===== src/rtl/cla_shift_add_multiplier.sv =====
// Sequential 8x8 unsigned shift-and-add multiplier built around one 8-bit
// carry look-ahead adder; one partial-product add per clock, 16-bit product.

module CLA (
  input  logic [7:0] A,
  input  logic [7:0] B,
  output logic [8:0] S
);

  logic [7:0] g;
  logic [7:0] p;
  logic [8:0] c;
  logic       g_lo;
  logic       p_lo;

  assign g = A & B;
  assign p = A ^ B;

  // Two 4-bit lookahead groups; the upper group's carry-in comes from the
  // lower group's generate/propagate terms rather than rippling through it.
  assign g_lo = g[3] | (p[3] & g[2]) | (p[3] & p[2] & g[1]) | (p[3] & p[2] & p[1] & g[0]);
  assign p_lo = &p[3:0];

  assign c[0] = 1'b0;
  assign c[1] = g[0];
  assign c[2] = g[1] | (p[1] & g[0]);
  assign c[3] = g[2] | (p[2] & g[1]) | (p[2] & p[1] & g[0]);
  assign c[4] = g_lo | (p_lo & c[0]);
  assign c[5] = g[4] | (p[4] & c[4]);
  assign c[6] = g[5] | (p[5] & g[4]) | (p[5] & p[4] & c[4]);
  assign c[7] = g[6] | (p[6] & g[5]) | (p[6] & p[5] & g[4]) | (p[6] & p[5] & p[4] & c[4]);
  assign c[8] = g[7] | (p[7] & g[6]) | (p[7] & p[6] & g[5]) | (p[7] & p[6] & p[5] & g[4])
              | (p[7] & p[6] & p[5] & p[4] & c[4]);

  assign S = {c[8], p ^ c[7:0]};

endmodule

module cla_shift_add_multiplier #(
  parameter int WIDTH = 8
) (
  input  logic                 clk,
  input  logic                 rst_n,
  input  logic                 start,
  input  logic [WIDTH-1:0]     a,
  input  logic [WIDTH-1:0]     b,
  output logic                 busy,
  output logic                 done,
  output logic [2*WIDTH-1:0]   product
);

  typedef enum logic [1:0] {IDLE, CALC, DONE} state_t;

  state_t           state;
  state_t           state_next;
  logic [WIDTH-1:0] m;
  logic [WIDTH-1:0] acc;
  logic [WIDTH-1:0] q;
  logic [3:0]       count;
  logic [WIDTH-1:0] addend;
  logic [WIDTH:0]   s;
  logic [WIDTH-1:0] sum;
  logic             c;

  assign addend = q[0] ? m : '0;

  CLA adder (
    .A (acc),
    .B (addend),
    .S (s)
  );

  assign sum = s[WIDTH-1:0];
  assign c   = s[WIDTH];

  always_ff @(posedge clk or negedge rst_n) begin
    if (!rst_n) begin
      state <= IDLE;
    end else begin
      state <= state_next;
    end
  end

  always_comb begin
    state_next = state;
    busy       = 1'b0;
    done       = 1'b0;
    case (state)
      IDLE: if (start) state_next = CALC;
      CALC: begin
        busy = 1'b1;
        if (count == 4'd7) state_next = DONE;
      end
      DONE: begin
        done       = 1'b1;
        state_next = IDLE;
      end
      default: state_next = IDLE;
    endcase
  end

  // The adder carry lands in acc's MSB through the 17-bit right shift, so no
  // partial-product bit is ever lost.
  always_ff @(posedge clk or negedge rst_n) begin
    if (!rst_n) begin
      m       <= '0;
      acc     <= '0;
      q       <= '0;
      count   <= '0;
      product <= '0;
    end else begin
      case (state)
        IDLE: begin
          if (start) begin
            m     <= a;
            q     <= b;
            acc   <= '0;
            count <= '0;
          end
        end
        CALC: begin
          {acc, q} <= {c, sum, q[WIDTH-1:1]};
          count    <= count + 4'd1;
          if (count == 4'd7) product <= {c, sum, q[WIDTH-1:1]};
        end
        default: ;
      endcase
    end
  end

endmodule


===== config.mk =====
export PLATFORM = sky130hd
export DESIGN_NAME = cla_shift_add_multiplier
export DESIGN_NICKNAME = d
export VERILOG_FILES = /design/src/rtl/cla_shift_add_multiplier.sv
export SDC_FILE = /design/constraint.sdc
export NUM_CORES = 1
export LEC_CHECK = 0
export ABC_AREA = 1
export BUFFER_PORTS_ARGS = -buffer_cell sky130_fd_sc_hd__clkbuf_2
export CELL_PAD_IN_SITES_DETAIL_PLACEMENT = 0
export CELL_PAD_IN_SITES_GLOBAL_PLACEMENT = 1
export CORE_MARGIN = 5
export CORE_UTILIZATION = 46
export CTS_BUF_LIST = sky130_fd_sc_hd__clkbuf_16
export DETAILED_ROUTE_END_ITERATION = 16
export PLACE_DENSITY_LB_ADDON = 0.2
export SLEW_MARGIN = 25
export SYNTH_ARGS = -nofsm -noshare
export SYNTH_HDL_FRONTEND = slang
export SYNTH_SLANG_ARGS = --single-unit

===== constraint.sdc =====
create_clock -name clk -period 3.19 [get_ports clk]
set_input_delay 0.638 -clock clk [delete_from_list [all_inputs] [get_ports clk]]
set_output_delay 0.638 -clock clk [all_outputs]
set_load 0.01 [all_outputs]

==> results.toml, run 1 <==
[outcome]
run_status = "complete, no violations"

[sta]
postLayoutSetupSlackWorst_ns = 1.05
timing.final.hold_violations = 0
maxClockFrequency_ghz = 0.468
max_slew.worst_pin.slew_ns = 0.585
rsz_0062_raised_after_global_routing = "no"
worst_clock_skew_ns = 0.00643
timing.setup.tns_ns = 0
share_of_the_clock_period_used_by_the_worst_path_pct = 67.0
finalMaxSlewViolations = 0
setup-violations-final = 0
timing.final.crit_period_ns = 2.14
worst_slew_margin_rel_pct = 61.0
hold-worst-slack_ns = 0.346

[drt]
dr_total_vias = 1630
drt_iter0_drc = 62
route.met2.wl_um = 2050
ant_nets = 0
detailedRoute.firstPassIterationCount = 4
drc_errors = 0
met3_wirelength_um = 188
maxUsedRoutingLayer = "met4"
post_drt_via_cell_ratio = 4.78
route.final.wire_length_um = 4530
routedWlPerCell_um = 13.3
wirelength_met1_um = 2230

[critical_path]
critical_path.max_fanout = 9
critical_path_arrival_ns = 2.34
worstPathCellList = "nand2_1 -> inv_1 -> ha_1 -> nand2_1 -> nand2_1 -> nand2_1 -> nand2_1 -> inv_1 -> fa_1 -> xnor2_1 -> inv_1 -> o21ai_0"
timing.critical_path.required_ns = 3.40
reg2regPathDepth = 12
crit_cells = 12
regToRegStartpoint = "q[0]"
r2r_setup_slk_ns = 1.05
worst_setup_path_start = "q[0]"
critical-path-max-stage-delay_ns = 0.47
timing.setup.critical_path_class = "reg -> reg"
critical-path-top-cell-by-count = "nand2_1"
cp_top_family = "adder cells"
cp.buffers_inverters = 3
cp_slowest_cell = "dfrtp_1"
crit_path_end_kind = "register"
rr_endpoint = "product[12]"
setup.worst_path.start_class = "register"

[clock_tree]
numCtsBuffers = 5
clockBufferDepth = 2
worst_setup_hold_path_clk_slew_ns = 0.06
cts_setup_buffers = 0
cts_num_sinks = 46
clock_tree.htree_level_count = 2
clock_tree_from_tritoncts = "done"
quantity_of_gates_resized_following_cts = 0
ctsHoldBuffers = 0
worst_skew_pair.late_latency_ns = 0.28
cts-root-buf = "clkbuf_16"

[worst_hold_path]
type_of_the_most_critical_hold_path = "in -> async"

[logic_synthesis]
async_flop_share_pct = 100
syn-mean-instance-area_um2 = 9.46
synth.ff_latch_count = 46
postSynthCellCount = 236
synth_edf_count = 0
yosys.cell_types.count = 31
synthFlopType = "dfrtp_1"
synth_seq_area_share_pct = 51.6
number_of_warnings_printed_during_yosys_synthesis = 0
syn-cell-area_um2 = 2230
synth_nets = 266

[placement]
post-place-ws_ns = 1.11
routability_congestion_estimate_from_global_placement = 0.823
dp_hpwl_um = 3210
portBuffers = 36

[floorplanning]
coreArea_um2 = 4720
effective_utilization_at_floorplan_pct = 47.3
die_x_um = 79.7
std_cell_rows = 25
pin_count = 37
die-area_um2 = 6350
fp.dieH_um = 79.7

[layout]
drive_above_1_share_pct = 21.9
multi_input_area_um2 = 921
sequential_cell_area_um2 = 1150
area_overhead_of_the_layout_relative_to_synthesis_pct = 17.3
final_nets = 303
fillers = 455
n_antenna_cell = 0

[global_routing]
grt_pass1_vias = 1626
globalRouteTotalUtil_pct = 16.0
grt_remaining_overflow = 0
initial_antenna_violation_count = 0
grt_pass1_wl_um = 7630
grt_start_max_net_pins = 29

[power_and_ir_drop]
irDropWorstVdd_mv = 0.403
power.net_switching_w = 0.00103
power.share.switching_pct = 37.9
cellPowerDensity_nw_per_um2 = 1040
clock_network_power_share_pct = 21.0
pwr-share-comb_pct = 41.9
power.share.sequential_pct = 37.1
cellLeakagePower_nw = 1.42
p_int_w = 0.00170

[run]
drv.max_cap_violation_count = 0
[worst max-delay path by stage]
stage,to,slack [ns]
finish,product[12],1.05
global route,product[12],0.85
CTS,product[12],1.06
detailed placement,product[12],1.11
global placement,product[12],1.16
floorplan,product[12],1.19
[power by group through the flow]
stage	Sequential, W	Combinational (W)	Clock (W)
global route	0.00105	0.00130	0.000618
detailed placement	0.00102	0.00115	0
finish	0.00101	0.00114	0.000574
floorplan	0.00102	0.000848	0
CTS	0.00101	0.00116	0.000584
global placement	0.00102	0.00113	0
[per-stage QoR]
| stage | power [W] | std cells | area, um^2 | utilization [%] |
|---|---|---|---|---|
| final | 0.00273 | 341 | 2620 | 55.4 |
| after CTS | 0.00276 | 341 | 2620 | 55.4 |
| after global routing | 0.00297 | 341 | 2620 | 55.4 |
| after detailed placement | 0.00217 | 333 | 2460 | 52.0 |
| after floorplan | 0.00187 | 236 | 2230 | - |
| after global placement | 0.00215 | 333 | 2460 | 52.0 |
[area by class of cell]
class	count	area share, %
timing repair buffer	37	7.17
inverter	30	4.30
multi-input combinational	153	35.2
clock inverter	3	1.43
clock buffer	5	4.78
sequential	46	44.0
tap	67	3.20
[state kept, by name, indices dropped and copies added, names as in the netlist]
register and count:
count 4, m 8, state 2, acc 8
q 8, product 16
[cells in the final DEF (no fill, tap or decap), types with 2 or more instances in the layout]
master,count
nand2_1,60
ha_1,9
inv_1,28
clkbuf_2,36
mux2_2,2
o22ai_1,2
a21oi_1,7
fa_1,2
o21ai_1,10
nand3_1,11
dfrtp_1,46
o221ai_1,5
xnor2_1,3
inv_2,4
o21ai_0,14
mux2_4,6
nand4_1,3
nand2_4,2
nor2_1,8
clkbuf_16,5
[cells in the mapped netlist (3+ instances only)]
cell type / count / area share, %
inv_2: 4 / 0.67
nand4_1: 3 / 0.84
xnor2_1: 3 / 1.2
o221ai_1: 5 / 2.0
o21ai_1: 10 / 2.2
nand3_1: 11 / 2.5
a21oi_1: 7 / 1.6
nand2_1: 60 / 10
mux2_4: 6 / 4.0
o21ai_0: 14 / 3.1
nor2_1: 8 / 1.3
dfrtp_1: 46 / 52
inv_1: 26 / 4.4
ha_1: 9 / 5.0
[routing by layer]
layer	up-vias	global-route usage, %
met2	29	24.9
met1	747	21.2
met4	0	5.67
met5	-	0
met3	6	4.40
li1	848	-
[cell families after synthesis]
kind of cell	synth area share (%)
fa+ha+maj	6.84
compound gates	10.1
xor+xnor	1.57
flops	51.6
mux	5.04
simple gates	17.7
buf+inv	7.17
Note: power is estimated with default switching activity, not from simulation.
==> run 2: changes to the inputs <==
Settings changed: CORE_UTILIZATION 46 to 38.
Clock period 3.19 ns to 1.9 ns, I/O delays scaled along.
==> results.toml, run 2 (same netlist as run 1, synthesis figures left out) <==
[floorplanning]
std_cell_rows = 28
effective_utilization_at_floorplan_pct = 38.4
pin_count = 37
coreArea_um2 = 5820
die_x_um = 86.6
die-area_um2 = 7510
fp.dieH_um = 86.6

[layout]
layout.cells.most_common_list = "nand2_1 (54), dfrtp_1 (45), clkbuf_2 (36), inv_1 (22), o21ai_0 (13)"
n_antenna_cell = 0
drive_above_1_share_pct = 31.4
fillers = 578
largest_register_ff_count = 16
area_overhead_of_the_layout_relative_to_synthesis_pct = 23.2
layout.cells.most_common = "nand2_1"
regMostFlops = "product"
final_nets = 311

[global_routing]
grt_pass1_wl_um = 8460
globalRouteTotalUtil_pct = 14.5
grt_remaining_overflow = 0
grt_start_max_net_pins = 29
initial_antenna_violation_count = 0
grt_pass1_vias = 1728

[sta]
max_slew.worst_pin.slew_ns = 0.549
timing.final.crit_period_ns = 1.85
rsz_0062_raised_after_global_routing = "yes"
worst_slew_margin_rel_pct = 63.4
setup-violations-final = 0
maxClockFrequency_ghz = 0.540
timing.final.hold_violations = 0
postLayoutSetupSlackWorst_ns = 0.0490
timing.setup.tns_ns = 0
worst_clock_skew_ns = 0.00618
finalMaxSlewViolations = 0
share_of_the_clock_period_used_by_the_worst_path_pct = 97.4

[power_and_ir_drop]
clock_network_power_share_pct = 16.9
power.net_switching_w = 0.00182
irDropWorstVdd_mv = 0.613
cellPowerDensity_nw_per_um2 = 1710
cellLeakagePower_nw = 1.45
pwr-share-comb_pct = 46.6
power.share.switching_pct = 38.6
p_int_w = 0.00289
power.share.sequential_pct = 36.5

[clock_tree]
clock_tree.htree_level_count = 2
numCtsBuffers = 5
worst_skew_pair.late_latency_ns = 0.28
cts_num_sinks = 46
worst_setup_hold_path_clk_slew_ns = 0.06
clockBufferDepth = 2
clock_tree_from_tritoncts = "done"
cts-root-buf = "clkbuf_16"

[critical_path]
cp_slowest_cell = "dfrtp_2"
rr_endpoint = "acc[4]"
crit_cells = 12
critical-path-max-stage-delay_ns = 0.44
critical_path.max_fanout = 5
critical-path-top-cell-by-count = "nand2_2"
reg2regPathDepth = 12
regToRegStartpoint = "q[0]"
timing.setup.critical_path_class = "reg -> reg"
crit_path_end_kind = "register"
cp.buffers_inverters = 3
worstPathCellList = "nand2_2 -> inv_2 -> ha_4 -> nand2_2 -> nand2_1 -> nand2_1 -> nand2_2 -> inv_2 -> fa_2 -> xnor2_1 -> inv_1 -> o22ai_2"
timing.critical_path.required_ns = 2.06
critical_path_arrival_ns = 2.01
setup.worst_path.start_class = "register"
r2r_setup_slk_ns = 0.05
endpoint = "acc[4]"
worst_setup_path_start = "q[0]"
cp_top_family = "adder cells"

[drt]
detailedRoute.firstPassIterationCount = 4
wirelength_met1_um = 2330
met3_wirelength_um = 159
ant_nets = 0
drc_errors = 0
route.final.wire_length_um = 4820
drt_iter0_drc = 69
route.met2.wl_um = 2280
post_drt_via_cell_ratio = 4.68
maxUsedRoutingLayer = "met4"
dr_total_vias = 1662
routedWlPerCell_um = 13.6

[placement]
routability_congestion_estimate_from_global_placement = 0.810
dp_hpwl_um = 3430
portBuffers = 36
post-place-ws_ns = -0.0123

[worst_hold_path]
type_of_the_most_critical_hold_path = "in -> async"

[outcome]
run_status = "complete, no violations"

[run]
drv.max_cap_violation_count = 0
## run 2: cell count changes in the layout (fill, tap and decap cells not counted), sizes merged
cell / before / now
buf: 1 / 9
inv: 32 / 30
bufinv: 1 / 0
clkinv: 0 / 1
## run 2: worst min path at each step
stage	start	end	slack, ns	depth (start not counted)
finish	rst_n	product[14]	0.08	1
global route	rst_n	product[14]	0.11	1
CTS	rst_n	product[6]	0.09	1
detailed placement	rst_n	product[6]	0.40	1
global placement	rst_n	product[6]	0.39	1
floorplan	rst_n	acc[0]	0.08	0
## run 2: repair_timing
item,4_1_cts,5_1_grt
hold buffers,0,0
pin swaps,0,5
setup endpoints to repair,3,6
buffers inserted,1,1
gates resized for setup,1,17
## run 2: worst register-to-register path: cells and delay by family, from the launching register on
| family | cells | cell delay [ns] |
|---|---|---|
| simple gates | 5 | 0.32 |
| fa+ha+maj | 2 | 0.61 |
| flops | 1 | 0.44 |
| buf+inv | 3 | 0.18 |
| xor+xnor | 1 | 0.12 |
| compound gates | 1 | 0.07 |
## run 2: layout make-up
type,instances,area (um^2),area share [%]
Tap cell,75,93.8,3.41
Clock inverter,1,3.75,0.136
Multi-Input combinational cell,153,1000,36.4
Timing Repair Buffer,45,260,9.46
Sequential cell,46,1150,41.9
Clock buffer,5,125,4.55
Inverter,30,113,4.09
## run 2: routing by layer
| metal | vias to the layer above | track usage, % |
|---|---|---|
| met5 | - | 0 |
| met4 | 0 | 4.25 |
| met3 | 5 | 3.33 |
| met2 | 27 | 23.3 |
| met1 | 773 | 19.5 |
| li1 | 857 | - |
## run 2: per-stage QoR
stage	instance area, um^2	power [W]	utilization [%]	hold WS, ns	cells
4_1_cts	2690	0.00466	46.3	0.0921	354
6_report	2750	0.00470	47.3	0.0773	355
5_1_grt	2750	0.00517	47.3	0.108	355
3_3_place_gp	2550	0.00377	43.9	0.393	347
2_1_floorplan	2270	0.00321	-	0.0844	236
3_5_place_dp	2550	0.00381	43.9	0.398	347
## run 2: power by group through the flow
stage          Sequential (W)  Clock, W  Combinational [W]
2_1_floorplan         0.00173         0            0.00149
3_3_place_gp          0.00172         0            0.00206
3_5_place_dp          0.00173         0            0.00208
4_1_cts               0.00171  0.000832            0.00212
5_1_grt               0.00178  0.000865            0.00252
6_report              0.00172  0.000795            0.00219
